===== config.mk =====
export PLATFORM = sky130hd
export DESIGN_NAME = iod_dly_tap_sequencer
export DESIGN_NICKNAME = d
export VERILOG_FILES = /design/src/rtl/iod_dly_pkg.sv /design/src/rtl/iod_dly_settle_timer.sv /design/src/rtl/iod_dly_tap_sequencer.sv
export SDC_FILE = /design/constraint.sdc
export NUM_CORES = 1
export LEC_CHECK = 0
export BUFFER_PORTS_ARGS = -buffer_cell sky130_fd_sc_hd__buf_4
export CORE_MARGIN = 2
export CORE_UTILIZATION = 45
export DETAILED_ROUTE_END_ITERATION = 10
export PLACE_DENSITY = 0.65
export SLEW_MARGIN = 20
export SYNTH_ARGS = -nofsm -noshare
export SYNTH_HDL_FRONTEND = slang
export SYNTH_SLANG_ARGS = --single-unit

===== constraint.sdc =====
create_clock -name FAB_CLK -period 6.9 [get_ports FAB_CLK]
set_input_delay 1.38 -clock FAB_CLK [delete_from_list [all_inputs] [get_ports FAB_CLK]]
set_output_delay 1.38 -clock FAB_CLK [all_outputs]
set_load 0.01 [all_outputs]

===== src/rtl/iod_dly_pkg.sv =====
// Shared encodings and defaults for the IOD delay-line tap sequencer.
package iod_dly_pkg;

   typedef enum logic [1:0] {
      OP_INC  = 2'b00,
      OP_DEC  = 2'b01,
      OP_LOAD = 2'b10,
      OP_RSVD = 2'b11
   } op_e;

   typedef enum logic [2:0] {
      ST_IDLE,
      ST_SETUP,
      ST_PULSE,
      ST_SETTLE,
      ST_LDPULSE,
      ST_FIN
   } state_e;

   localparam int TAP_MAX_DEF  = 127;
   localparam int LOAD_VAL_DEF = 1;

endpackage


===== src/rtl/iod_dly_settle_timer.sv =====
// Down-counter that holds the sequencer in SETTLE for SETTLE_CYC cycles.
module iod_dly_settle_timer #(
   parameter int SETTLE_CYC = 4
) (
   input  logic clk,
   input  logic rst,
   input  logic load,
   output logic expire
);

   localparam int CNT_W = (SETTLE_CYC > 1) ? $clog2(SETTLE_CYC) : 1;

   logic [CNT_W-1:0] cnt_q;

   // Loaded with SETTLE_CYC-1 so terminal count marks the last settle cycle.
   always_ff @(posedge clk) begin
      if (rst)
         cnt_q <= '0;
      else if (load)
         cnt_q <= CNT_W'(SETTLE_CYC - 1);
      else if (cnt_q != '0)
         cnt_q <= cnt_q - 1'b1;
   end

   assign expire = (cnt_q == '0);

endmodule


===== src/rtl/iod_dly_tap_sequencer.sv =====
// Arbitrates single tap commands onto the IOD delay-line MOVE/DIRECTION/LOAD pins
// and tracks every lane's tap position.
//
// state   | meaning
// IDLE    | ready for a command
// SETUP   | direction driven one cycle ahead of the first move
// PULSE   | move pulse on the selected lane (or range abort)
// SETTLE  | wait for the delay line; last cycle samples out-of-range
// LDPULSE | load pulse on the selected lane
// FIN     | done pulse with err/steps_done
module iod_dly_tap_sequencer
   import iod_dly_pkg::*;
#(
   parameter int NUM_LANES  = 4,
   parameter int LANE_W     = $clog2(NUM_LANES),
   parameter int TAP_W      = 7,
   parameter int TAP_MAX    = TAP_MAX_DEF,
   parameter int LOAD_VAL   = LOAD_VAL_DEF,
   parameter int SETTLE_CYC = 4
) (
   input  logic                       FAB_CLK,
   input  logic                       SYNC_RST,
   input  logic                       CMD_VALID,
   output logic                       CMD_READY,
   input  logic [LANE_W-1:0]          CMD_LANE,
   input  logic [1:0]                 CMD_OP,
   input  logic [TAP_W-1:0]           CMD_STEPS,
   output logic                       DONE,
   output logic                       ERR,
   output logic [TAP_W-1:0]           STEPS_DONE,
   output logic [NUM_LANES-1:0]       DELAY_LINE_MOVE,
   output logic [NUM_LANES-1:0]       DELAY_LINE_DIRECTION,
   output logic [NUM_LANES-1:0]       DELAY_LINE_LOAD,
   input  logic [NUM_LANES-1:0]       DELAY_LINE_OUT_OF_RANGE,
   output logic [NUM_LANES*TAP_W-1:0] TAP_POS
);

   state_e            state;
   logic [LANE_W-1:0] lane_q;
   op_e               op_q;
   logic [TAP_W-1:0]  steps_q;
   logic [TAP_W-1:0]  pos_q [NUM_LANES];

   logic              accept;
   logic              inc;
   logic              oor;
   logic              tmr_load;
   logic              tmr_expire;
   logic [TAP_W-1:0]  cur_pos;
   logic [TAP_W-1:0]  step_pos;
   logic [TAP_W-1:0]  cnt_inc;

   function automatic logic at_limit(input logic [TAP_W-1:0] p, input logic up);
      return up ? (p == TAP_W'(TAP_MAX)) : (p == '0);
   endfunction

   assign accept   = CMD_VALID & CMD_READY;
   assign inc      = (op_q == OP_INC);
   assign cur_pos  = pos_q[lane_q];
   assign step_pos = inc ? cur_pos + 1'b1 : cur_pos - 1'b1;
   assign oor      = DELAY_LINE_OUT_OF_RANGE[lane_q];
   assign cnt_inc  = STEPS_DONE + 1'b1;
   assign tmr_load = (state == ST_PULSE) || (state == ST_LDPULSE);

   iod_dly_settle_timer #(.SETTLE_CYC(SETTLE_CYC)) u_settle_timer (
      .clk    (FAB_CLK),
      .rst    (SYNC_RST),
      .load   (tmr_load),
      .expire (tmr_expire)
   );

   for (genvar g = 0; g < NUM_LANES; g++) begin : g_pos
      assign TAP_POS[g*TAP_W +: TAP_W] = pos_q[g];
   end

   always_ff @(posedge FAB_CLK) begin
      if (SYNC_RST) begin
         state                <= ST_IDLE;
         CMD_READY            <= 1'b0;
         DONE                 <= 1'b0;
         ERR                  <= 1'b0;
         STEPS_DONE           <= '0;
         DELAY_LINE_MOVE      <= '0;
         DELAY_LINE_DIRECTION <= '0;
         DELAY_LINE_LOAD      <= '0;
         lane_q               <= '0;
         op_q                 <= OP_INC;
         steps_q              <= '0;
         for (int i = 0; i < NUM_LANES; i++) pos_q[i] <= TAP_W'(LOAD_VAL);
      end else begin
         DONE            <= 1'b0;
         DELAY_LINE_MOVE <= '0;
         DELAY_LINE_LOAD <= '0;
         case (state)
            ST_IDLE: begin
               CMD_READY <= 1'b1;
               if (accept) begin
                  CMD_READY  <= 1'b0;
                  lane_q     <= CMD_LANE;
                  op_q       <= op_e'(CMD_OP);
                  steps_q    <= CMD_STEPS;
                  STEPS_DONE <= '0;
                  case (op_e'(CMD_OP))
                     OP_LOAD: begin
                        state                     <= ST_LDPULSE;
                        DELAY_LINE_LOAD[CMD_LANE] <= 1'b1;
                     end
                     OP_RSVD: begin
                        state <= ST_FIN;
                        DONE  <= 1'b1;
                        ERR   <= 1'b1;
                     end
                     default: begin
                        if (CMD_STEPS == '0) begin
                           state <= ST_FIN;
                           DONE  <= 1'b1;
                        end else begin
                           state                          <= ST_SETUP;
                           DELAY_LINE_DIRECTION[CMD_LANE] <= (op_e'(CMD_OP) == OP_INC);
                        end
                     end
                  endcase
               end
            end
            ST_SETUP: begin
               state                   <= ST_PULSE;
               DELAY_LINE_MOVE[lane_q] <= !at_limit(cur_pos, inc);
            end
            // No pulse here means the range check failed on entry.
            ST_PULSE: begin
               if (DELAY_LINE_MOVE[lane_q]) begin
                  state <= ST_SETTLE;
               end else begin
                  state <= ST_FIN;
                  DONE  <= 1'b1;
                  ERR   <= 1'b1;
               end
            end
            ST_SETTLE: begin
               if (tmr_expire) begin
                  if (op_q == OP_LOAD) begin
                     state <= ST_FIN;
                     DONE  <= 1'b1;
                  end else if (oor) begin
                     state <= ST_FIN;
                     DONE  <= 1'b1;
                     ERR   <= 1'b1;
                  end else begin
                     pos_q[lane_q] <= step_pos;
                     STEPS_DONE    <= cnt_inc;
                     if (cnt_inc == steps_q) begin
                        state <= ST_FIN;
                        DONE  <= 1'b1;
                     end else begin
                        state                   <= ST_PULSE;
                        DELAY_LINE_MOVE[lane_q] <= !at_limit(step_pos, inc);
                     end
                  end
               end
            end
            ST_LDPULSE: begin
               state         <= ST_SETTLE;
               pos_q[lane_q] <= TAP_W'(LOAD_VAL);
            end
            ST_FIN: begin
               state     <= ST_IDLE;
               ERR       <= 1'b0;
               CMD_READY <= 1'b1;
            end
            default: state <= ST_IDLE;
         endcase
      end
   end

endmodule

==> flow_metrics.py, run 1 <==
metrics = {
    "global_route": {
        "grt_use_total_pct": 21.16,
        "grt-ovfl-total": 0,
        "number_of_antenna_violations_at_the_first_check_in_global_routing": 0,
        "grt_max_degree": 34,
        "grt_pass1_vias": 2892,
        "first_pass_grt_wire_length_um": 14320,
    },
    "sta": {
        "achievable-frequency_mhz": 285.1,
        "setup_tns_ns": 0,
        "final_period_minus_worst_setup_slack_ns": 3.508,
        "timing_hold_violations_final": 0,
        "worst-slew-pin-transition_ns": 0.8988,
        "setup_repair_after_global_routing_missed_its_margin": "no",
        "setup-violations-final": 0,
        "fin_ws_ns": 3.392,
        "worst_slew_margin_rel_pct": 39.45,
        "final_number_of_max_transition_violations": 0,
        "finalCritPeriodShare_pct": 50.84,
        "finClkSkew_ns": 0.01579,
    },
    "pwr": {
        "ratio_of_total_power_to_cell_area_mw_per_mm2": 272.8,
        "irDropWorstVdd_uv": 156.7,
        "leakagePower_nw": 1.703,
    },
    "placed_design": {
        "port-buffer-count": 67,
        "routabilityCongestion": 0.8474,
        "half_perimeter_wire_length_of_the_detailed_placement_result_um": 6657,
        "dp_slack_ns": 3.143,
    },
    "clock_network": {
        "h-tree-depth": 3,
        "cts_tree": "yes",
        "numCtsBuffers": 9,
        "clkTransAtPathRegs_ns": 0.08,
        "ctsHoldBuffers": 0,
        "clock_tree.root_cell": "clkbuf_8",
        "postCtsSetupBuffers": 0,
        "cts.path.max_buffers": 2,
        "clkSinkCount": 68,
        "clkLatencyLatePin_ns": 0.35,
        "cts-resized-gates": 0,
    },
    "synth": {
        "synth_top_flop_cell": "dfxtp_1",
        "synthCells": 375,
        "synth.top_cells.by_count": "nand2_1, nor2_1, dfxtp_1, edfxtp_1, a21oi_1",
        "ys_top_cells_by_area": "edfxtp_1, dfxtp_1, nand2_1, nor2_1, mux4_1",
        "post_synth_instance_area_mm2": 0.003585,
        "synth_most_common_cell": "nand2_1",
        "netlist.top_cell.by_area": "edfxtp_1",
        "synthesis.nets": 400,
        "syn_avg_cell_area_um2": 9.559,
        "synth_enable_flop_cells": 28,
        "synth.distinct_cells": 56,
        "synth_seq_area_share_pct": 45.79,
        "netlist.area_leader.share_pct": 23.46,
        "yosys_warnings": 0,
        "synth-seq-cells": 68,
        "asyncSetResetFlopFracSynth_pct": 0,
    },
    "floorplanning": {
        "coreArea_mm2": 0.007727,
        "initial_core_util_pct": 46.39,
        "area_of_the_die_mm2": 0.008696,
        "floorplan.io_pins": 68,
        "die_height_um": 93.25,
        "number_of_placement_rows": 32,
        "chip_width_um": 93.25,
    },
    "cells_and_area": {
        "fillerInstances": 702,
        "n_antenna_cell": 0,
        "syn2layout_area_growth_pct": 21.95,
        "regArea_mm2": 0.001642,
        "finish.net_count": 461,
        "post_route_cells_drive_above_1_share_pct": 23.13,
        "multi_input_area_mm2": 0.001788,
    },
    "setup_path": {
        "crit-reg2reg-capture": "DELAY_LINE_MOVE[1]",
        "cp_data_required_time_ns": 7.11,
        "worst-setup-path-type": "flop to flop",
        "worst_setup_path_start_kind": "flop",
        "worst_setup_path_end_kind": "flop",
        "worst_r2r_path_depth": 11,
        "critical_path_arrival_ns": 3.72,
        "crit-reg2reg-launch": "op_q[1]",
        "path_max_fanout": 9,
        "r2r_slack_ns": 3.39,
    },
    "flow_run": {
        "max_cap_violations": 0,
    },
    "route": {
        "detail_route.wl_per_cell_um": 16.49,
        "detail_route.first_pass.iterations": 4,
        "final_antenna_net_count": 0,
        "violation_count_after_the_first_detailed_route_iteration": 302,
        "wirelength_um": 8955,
        "num_vias": 3027,
        "route.detailed.drc": 0,
        "route.detailed.vias_per_inst": 5.575,
    },
    "worst_hold_path": {
        "endpoint_of_the_worst_hold_timing_path": "DELAY_LINE_DIRECTION[0]",
        "min_delay_path_depth": 2,
        "holdCritPathClass": "flop to flop",
        "timing.hold.worst.start": "DELAY_LINE_DIRECTION[0]",
    },
    "run_status": {
        "status": "complete, no violations",
    },
}
metal layers:
| layer | part of all wire, % | GRT usage (%) | wire, um |
|---|---|---|---|
| met5 | 0 | 0 | 0 |
| met4 | 0.63 | 6.373 | 56 |
| met3 | 6.5 | 4.512 | 580 |
| met2 | 50 | 34.41 | 4450 |
| met1 | 43 | 28.41 | 3868 |
through the flow:
stage	utilization, %	std cells	area, um2	power (W)	hold WS [ns]
floorplan	-	375	3585	0.0007092	0.4442
global placement	53.37	527	4124	0.0007915	0.4543
detailed placement	53.37	527	4124	0.0007938	0.4663
CTS	56.57	543	4372	0.001194	0.4765
global route	56.57	543	4372	0.001247	0.4962
finish	56.57	543	4372	0.001193	0.4769
worst max-delay path by stage:
stage                          to  slack [ns]  depth (start not counted)                       start
3_5_place_dp          pos_q[3][6]        3.14                          5  DELAY_LINE_OUT_OF_RANGE[3]
5_1_grt        DELAY_LINE_MOVE[1]        3.13                         11                     op_q[1]
4_1_cts        DELAY_LINE_MOVE[1]        3.42                         10                        flop
3_3_place_gp          pos_q[3][1]        3.20                          5  DELAY_LINE_OUT_OF_RANGE[3]
6_report       DELAY_LINE_MOVE[1]        3.39                         11                     op_q[1]
2_1_floorplan         pos_q[3][0]        3.57                          4  DELAY_LINE_OUT_OF_RANGE[3]
layout make-up:
class,count,area share (%)
sequential,68,37.55
multi-input combinational,274,40.90
clock inverter,7,2.833
timing repair buffer,68,11.68
tap,102,2.919
clock buffer,9,2.833
inverter,15,1.288
power breakdown:
group,total (W),internal [W],leakage (nW),switching [W]
Clock,0.000403,0.000242,0.120,0.000161
Sequential,0.000485,0.000447,0.600,0.0000371
Combinational,0.000305,0.000125,0.984,0.000180
registers in the layout, summed over array words and instances (netlist names), named ones only:
name / count
u_settle_timer.cnt_q: 2
DELAY_LINE_LOAD: 4
state: 3
ERR: 1
DELAY_LINE_MOVE: 4
pos_q: 28
DONE: 1
lane_q: 2
steps_q: 7
CMD_READY: 1
STEPS_DONE: 7
DELAY_LINE_DIRECTION: 4
op_q: 2
cells in the final DEF (no fill, tap or decap), types with 2 or more instances in the layout:
master / instances
a2111o_1: 2
a211o_1: 2
a21oi_1: 26
a31oi_1: 4
and2_1: 4
and3_1: 2
buf_4: 68
bufinv_16: 3
clkbuf_8: 9
clkinv_1: 2
clkinv_4: 2
dfxtp_1: 40
edfxtp_1: 28
ha_1: 7
inv_1: 13
mux2i_1: 3
mux4_1: 5
mux4_2: 4
nand2_1: 48
nand2b_1: 7
nand3_1: 11
nand3b_1: 5
nand4_1: 7
nor2_1: 43
nor3_1: 20
nor3b_1: 2
nor3b_2: 2
nor4_1: 9
o2111ai_1: 2
o21a_1: 2
o21ai_0: 10
o311ai_0: 2
o31ai_1: 2
or2_2: 5
or3_1: 4
xnor2_1: 6
xor2_1: 7
worst max-delay path, stage by stage (launching register included):
cell and delay [ns]:
dfxtp_1 0.33, nor2_1 0.47, clkinv_1 0.39, nor2_1 0.24, nor2_1 0.09, ha_1 0.23, a2111o_1 0.43, nand2_1 0.09
xor2_1 0.15, or4b_1 0.57, nor3b_2 0.29, nor4_1 0.09
logic make-up (layout without fill, tap and decap cells):
group | count (synthesis) | after routing | synth area share [%]
buffers and inverters | 33 | 99 | 4.502
adder cells (fa/ha/maj) | 7 | 7 | 2.443
flip-flops | 68 | 68 | 45.79
AND/OR/NAND/NOR | 176 | 176 | 24.26
XOR/XNOR | 14 | 14 | 3.944
multiplexers | 13 | 13 | 7.330
AO/OA/AOI/OAI | 64 | 64 | 11.73
Note: power is estimated with default switching activity, not from simulation.
==> run 2: changes to the inputs <==
--- a/config.mk
+++ b/config.mk
@@ -5,6 +5,7 @@
 export SDC_FILE = /design/constraint.sdc
 export NUM_CORES = 1
 export LEC_CHECK = 0
+export ABC_AREA = 1
 export BUFFER_PORTS_ARGS = -buffer_cell sky130_fd_sc_hd__buf_4
 export CORE_MARGIN = 2
 export CORE_UTILIZATION = 45
==> constraint.sdc (replaced) <==
create_clock -name FAB_CLK -period 3.3 [get_ports FAB_CLK]
set_input_delay 0.66 -clock FAB_CLK [delete_from_list [all_inputs] [get_ports FAB_CLK]]
set_output_delay 0.66 -clock FAB_CLK [all_outputs]
set_load 0.01 [all_outputs]
==> run 2 against run 1 <==
Against the previous run: sequential power is 120% higher; clock power is 69% higher; worst setup slack worse by 2.6 ns; wire length is 7.6% higher; critical path type unchanged; largest cell class unchanged.
==> flow_metrics.py, run 2 <==
metrics = {
    "run_status": {
        "status": "complete, no violations",
    },
    "cells_and_area": {
        "largest_register": "pos_q",
        "most_common_cell_after_layout_fill_and_taps_aside": "nand2_1",
        "largestRegisters": "pos_q: 28 flops, STEPS_DONE: 7 flops, steps_q: 7 flops",
        "max_reg_flops": 28,
        "final_cell_mix": "nand2_1, buf_4, inv_1, nor2_1, dfxtp_1",
        "fillerInstances": 797,
        "syn2layout_area_growth_pct": 20.75,
        "finish.net_count": 597,
        "n_antenna_cell": 0,
        "post_route_cells_drive_above_1_share_pct": 23.40,
    },
    "route": {
        "route.detailed.vias_per_inst": 5.188,
        "route.detailed.drc": 0,
        "detail_route.wl_per_cell_um": 14.13,
        "violation_count_after_the_first_detailed_route_iteration": 243,
        "wirelength_um": 9637,
        "final_antenna_net_count": 0,
        "detail_route.first_pass.iterations": 5,
        "num_vias": 3538,
    },
    "clock_network": {
        "h-tree-depth": 3,
        "ctsHoldBuffers": 0,
        "cts_tree": "yes",
        "numCtsBuffers": 9,
        "clkSinkCount": 68,
        "cts-resized-gates": 0,
        "cts.path.max_buffers": 2,
        "clkLatencyLatePin_ns": 0.36,
        "postCtsSetupBuffers": 0,
        "clkTransAtPathRegs_ns": 0.08,
        "clock_tree.root_cell": "clkbuf_8",
    },
    "setup_path": {
        "worst-setup-path-type": "flop to flop",
        "crit-reg2reg-capture": "pos_q[2][5]",
        "critPathMaxStageDelay_ns": 0.59,
        "critical_path_arrival_ns": 2.61,
        "timing.critical_path.cells": "inv_2 > nand3_1 > nand2_1 > inv_1 > ha_1 > inv_1 > nor2_1 > nor2_2 > nand3_1 > nand3_1 > nand2_1 > inv_2 > nor2_2 > inv_2 > nor2_1",
        "path_max_fanout": 9,
        "cp_data_required_time_ns": 3.41,
        "r2r_slack_ns": 0.80,
        "worst-path-buf-inv": 5,
        "crit_path_top_delay_cell": "dfxtp_1",
        "path_delay_family": "simple AND/OR/NAND/NOR gates",
        "worst_setup_path_end_kind": "flop",
        "worst_r2r_path_depth": 15,
        "worst_setup_path_start_kind": "flop",
    },
    "pwr": {
        "pwr-share-clk_pct": 20.8,
        "ratio_of_total_power_to_cell_area_mw_per_mm2": 715.1,
        "combinational_power_share_pct": 46.5,
        "leakagePower_nw": 2.001,
        "switching_power_w": 0.001434,
        "power_frac_seq_pct": 32.7,
        "switching_portion_of_total_power_pct": 43.77,
        "power_report.internal_total_w": 0.001842,
        "irDropWorstVdd_uv": 277.5,
    },
    "synth": {
        "synth-seq-cells": 68,
        "ys_top_cells_by_area": "edfxtp_1, dfxtp_1, nand2_1, inv_1, nor2_1",
        "synth_most_common_cell": "nand2_1",
        "post_synth_instance_area_mm2": 0.003794,
        "netlist.area_leader.share_pct": 22.16,
        "synth.distinct_cells": 37,
        "synth_seq_area_share_pct": 43.27,
        "syn_avg_cell_area_um2": 7.587,
        "yosys_warnings": 0,
        "synth.top_cells.by_count": "nand2_1, inv_1, nor2_1, dfxtp_1, nand3_1",
        "synthesis.nets": 525,
        "asyncSetResetFlopFracSynth_pct": 0,
        "synth_enable_flop_cells": 28,
        "synth_top_flop_cell": "dfxtp_1",
        "netlist.top_cell.by_area": "edfxtp_1",
        "synthCells": 500,
    },
    "sta": {
        "final_period_minus_worst_setup_slack_ns": 2.502,
        "setup_repair_after_global_routing_missed_its_margin": "no",
        "finClkSkew_ns": 0.01372,
        "setup_tns_ns": 0,
        "setup-violations-final": 0,
        "final_number_of_max_transition_violations": 0,
        "finalCritPeriodShare_pct": 75.81,
        "timing_hold_violations_final": 0,
        "achievable-frequency_mhz": 399.7,
        "worst-slew-pin-transition_ns": 0.5198,
        "worst_slew_margin_rel_pct": 65.34,
        "hold_slack_ns": 0.4481,
        "fin_ws_ns": 0.7982,
    },
    "worst_hold_path": {
        "timing.hold.worst.start": "DELAY_LINE_DIRECTION[1]",
        "min_delay_path_depth": 2,
        "endpoint_of_the_worst_hold_timing_path": "DELAY_LINE_DIRECTION[1]",
        "holdCritPathClass": "flop to flop",
    },
    "floorplanning": {
        "coreArea_mm2": 0.008175,
        "initial_core_util_pct": 46.40,
        "floorplan.io_pins": 68,
        "number_of_placement_rows": 33,
        "die_height_um": 95.82,
        "area_of_the_die_mm2": 0.009181,
        "chip_width_um": 95.82,
    },
    "placed_design": {
        "dp_slack_ns": 0.8292,
        "half_perimeter_wire_length_of_the_detailed_placement_result_um": 7596,
        "routabilityCongestion": 0.9095,
        "port-buffer-count": 67,
    },
    "global_route": {
        "grt_max_degree": 25,
        "grt-ovfl-total": 0,
        "first_pass_grt_wire_length_um": 16170,
        "number_of_antenna_violations_at_the_first_check_in_global_routing": 0,
        "grt_use_total_pct": 23.02,
        "grt_pass1_vias": 3443,
    },
    "flow_run": {
        "max_cap_violations": 0,
    },
}
run 2: cell count changes after synthesis, sizes merged, moves of 9 or more:
cell and change:
nor3 -9, o21ai +17, nand3 +37, nor2 +26
nand2 +78, clkbuf -12, mux4 -9, inv +57
run 2: cell families after synthesis:
kind of cell             count (synthesis)  synth area share [%]
AO/OA/AOI/OAI                           73                 10.98
XOR/XNOR                                 5                 1.517
adder cells (fa/ha/maj)                  7                 2.309
flip-flops                              68                 43.27
AND/OR/NAND/NOR                        266                 32.88
buffers and inverters                   81                 9.037
run 2: area by class of cell:
cell class                      instances  area (um2)  area share, %
Clock inverter                          6       65.06          1.420
Clock buffer                           10       127.6          2.786
Tap cell                              105       131.4          2.868
Timing Repair Buffer                   72       540.5          11.80
Sequential cell                        68        1642          35.84
Multi-Input combinational cell        351        1809          39.50
Inverter                               70       265.3          5.791
run 2: worst max-delay path by stage:
stage / from / endpoint / slack [ns] / cells past startpoint
final: flop / pos_q[2][5] / 0.80 / 15
after global routing: flop / pos_q[0][6] / 0.41 / 19
after CTS: flop / pos_q[2][5] / 0.82 / 15
after detailed placement: flop / pos_q[1][5] / 0.83 / 16
after global placement: flop / pos_q[0][5] / 0.83 / 15
after floorplan: flop / pos_q[0][5] / 1.18 / 18
run 2: power by group through the flow:
stage	logic [W]	clock network (W)	registers, W
global route	0.00174	0.000725	0.00109
CTS	0.00152	0.000695	0.00107
finish	0.00152	0.000681	0.00107
global placement	0.00150	0	0.00109
floorplan	0.00116	0	0.00108
detailed placement	0.00152	0	0.00109
run 2: through the flow:
| step | cells | total power (W) | util, % | area, um2 |
|---|---|---|---|---|
| after floorplan | 500 | 0.002237 | - | 3794 |
| after global placement | 666 | 0.002588 | 53.67 | 4388 |
| after detailed placement | 666 | 0.002607 | 53.67 | 4388 |
| after CTS | 682 | 0.003290 | 56.03 | 4581 |
| after global routing | 682 | 0.003554 | 56.03 | 4581 |
| final | 682 | 0.003276 | 56.03 | 4581 |
run 2: metal layers:
| layer | GRT usage, % | vias up | share of wire (%) |
|---|---|---|---|
| li1 | - | 1790 | - |
| met1 | 29.06 | 1601 | 44 |
| met2 | 38.05 | 129 | 48 |
| met3 | 5.325 | 18 | 6.2 |
| met4 | 9.286 | 0 | 2.4 |
| met5 | 0 | - | 0 |
run 2: worst min-delay path, cell delays in order, from the launching register on:
cell and delay (ns):
dfxtp_1 0.32, inv_1 0.04, a21oi_1 0.05
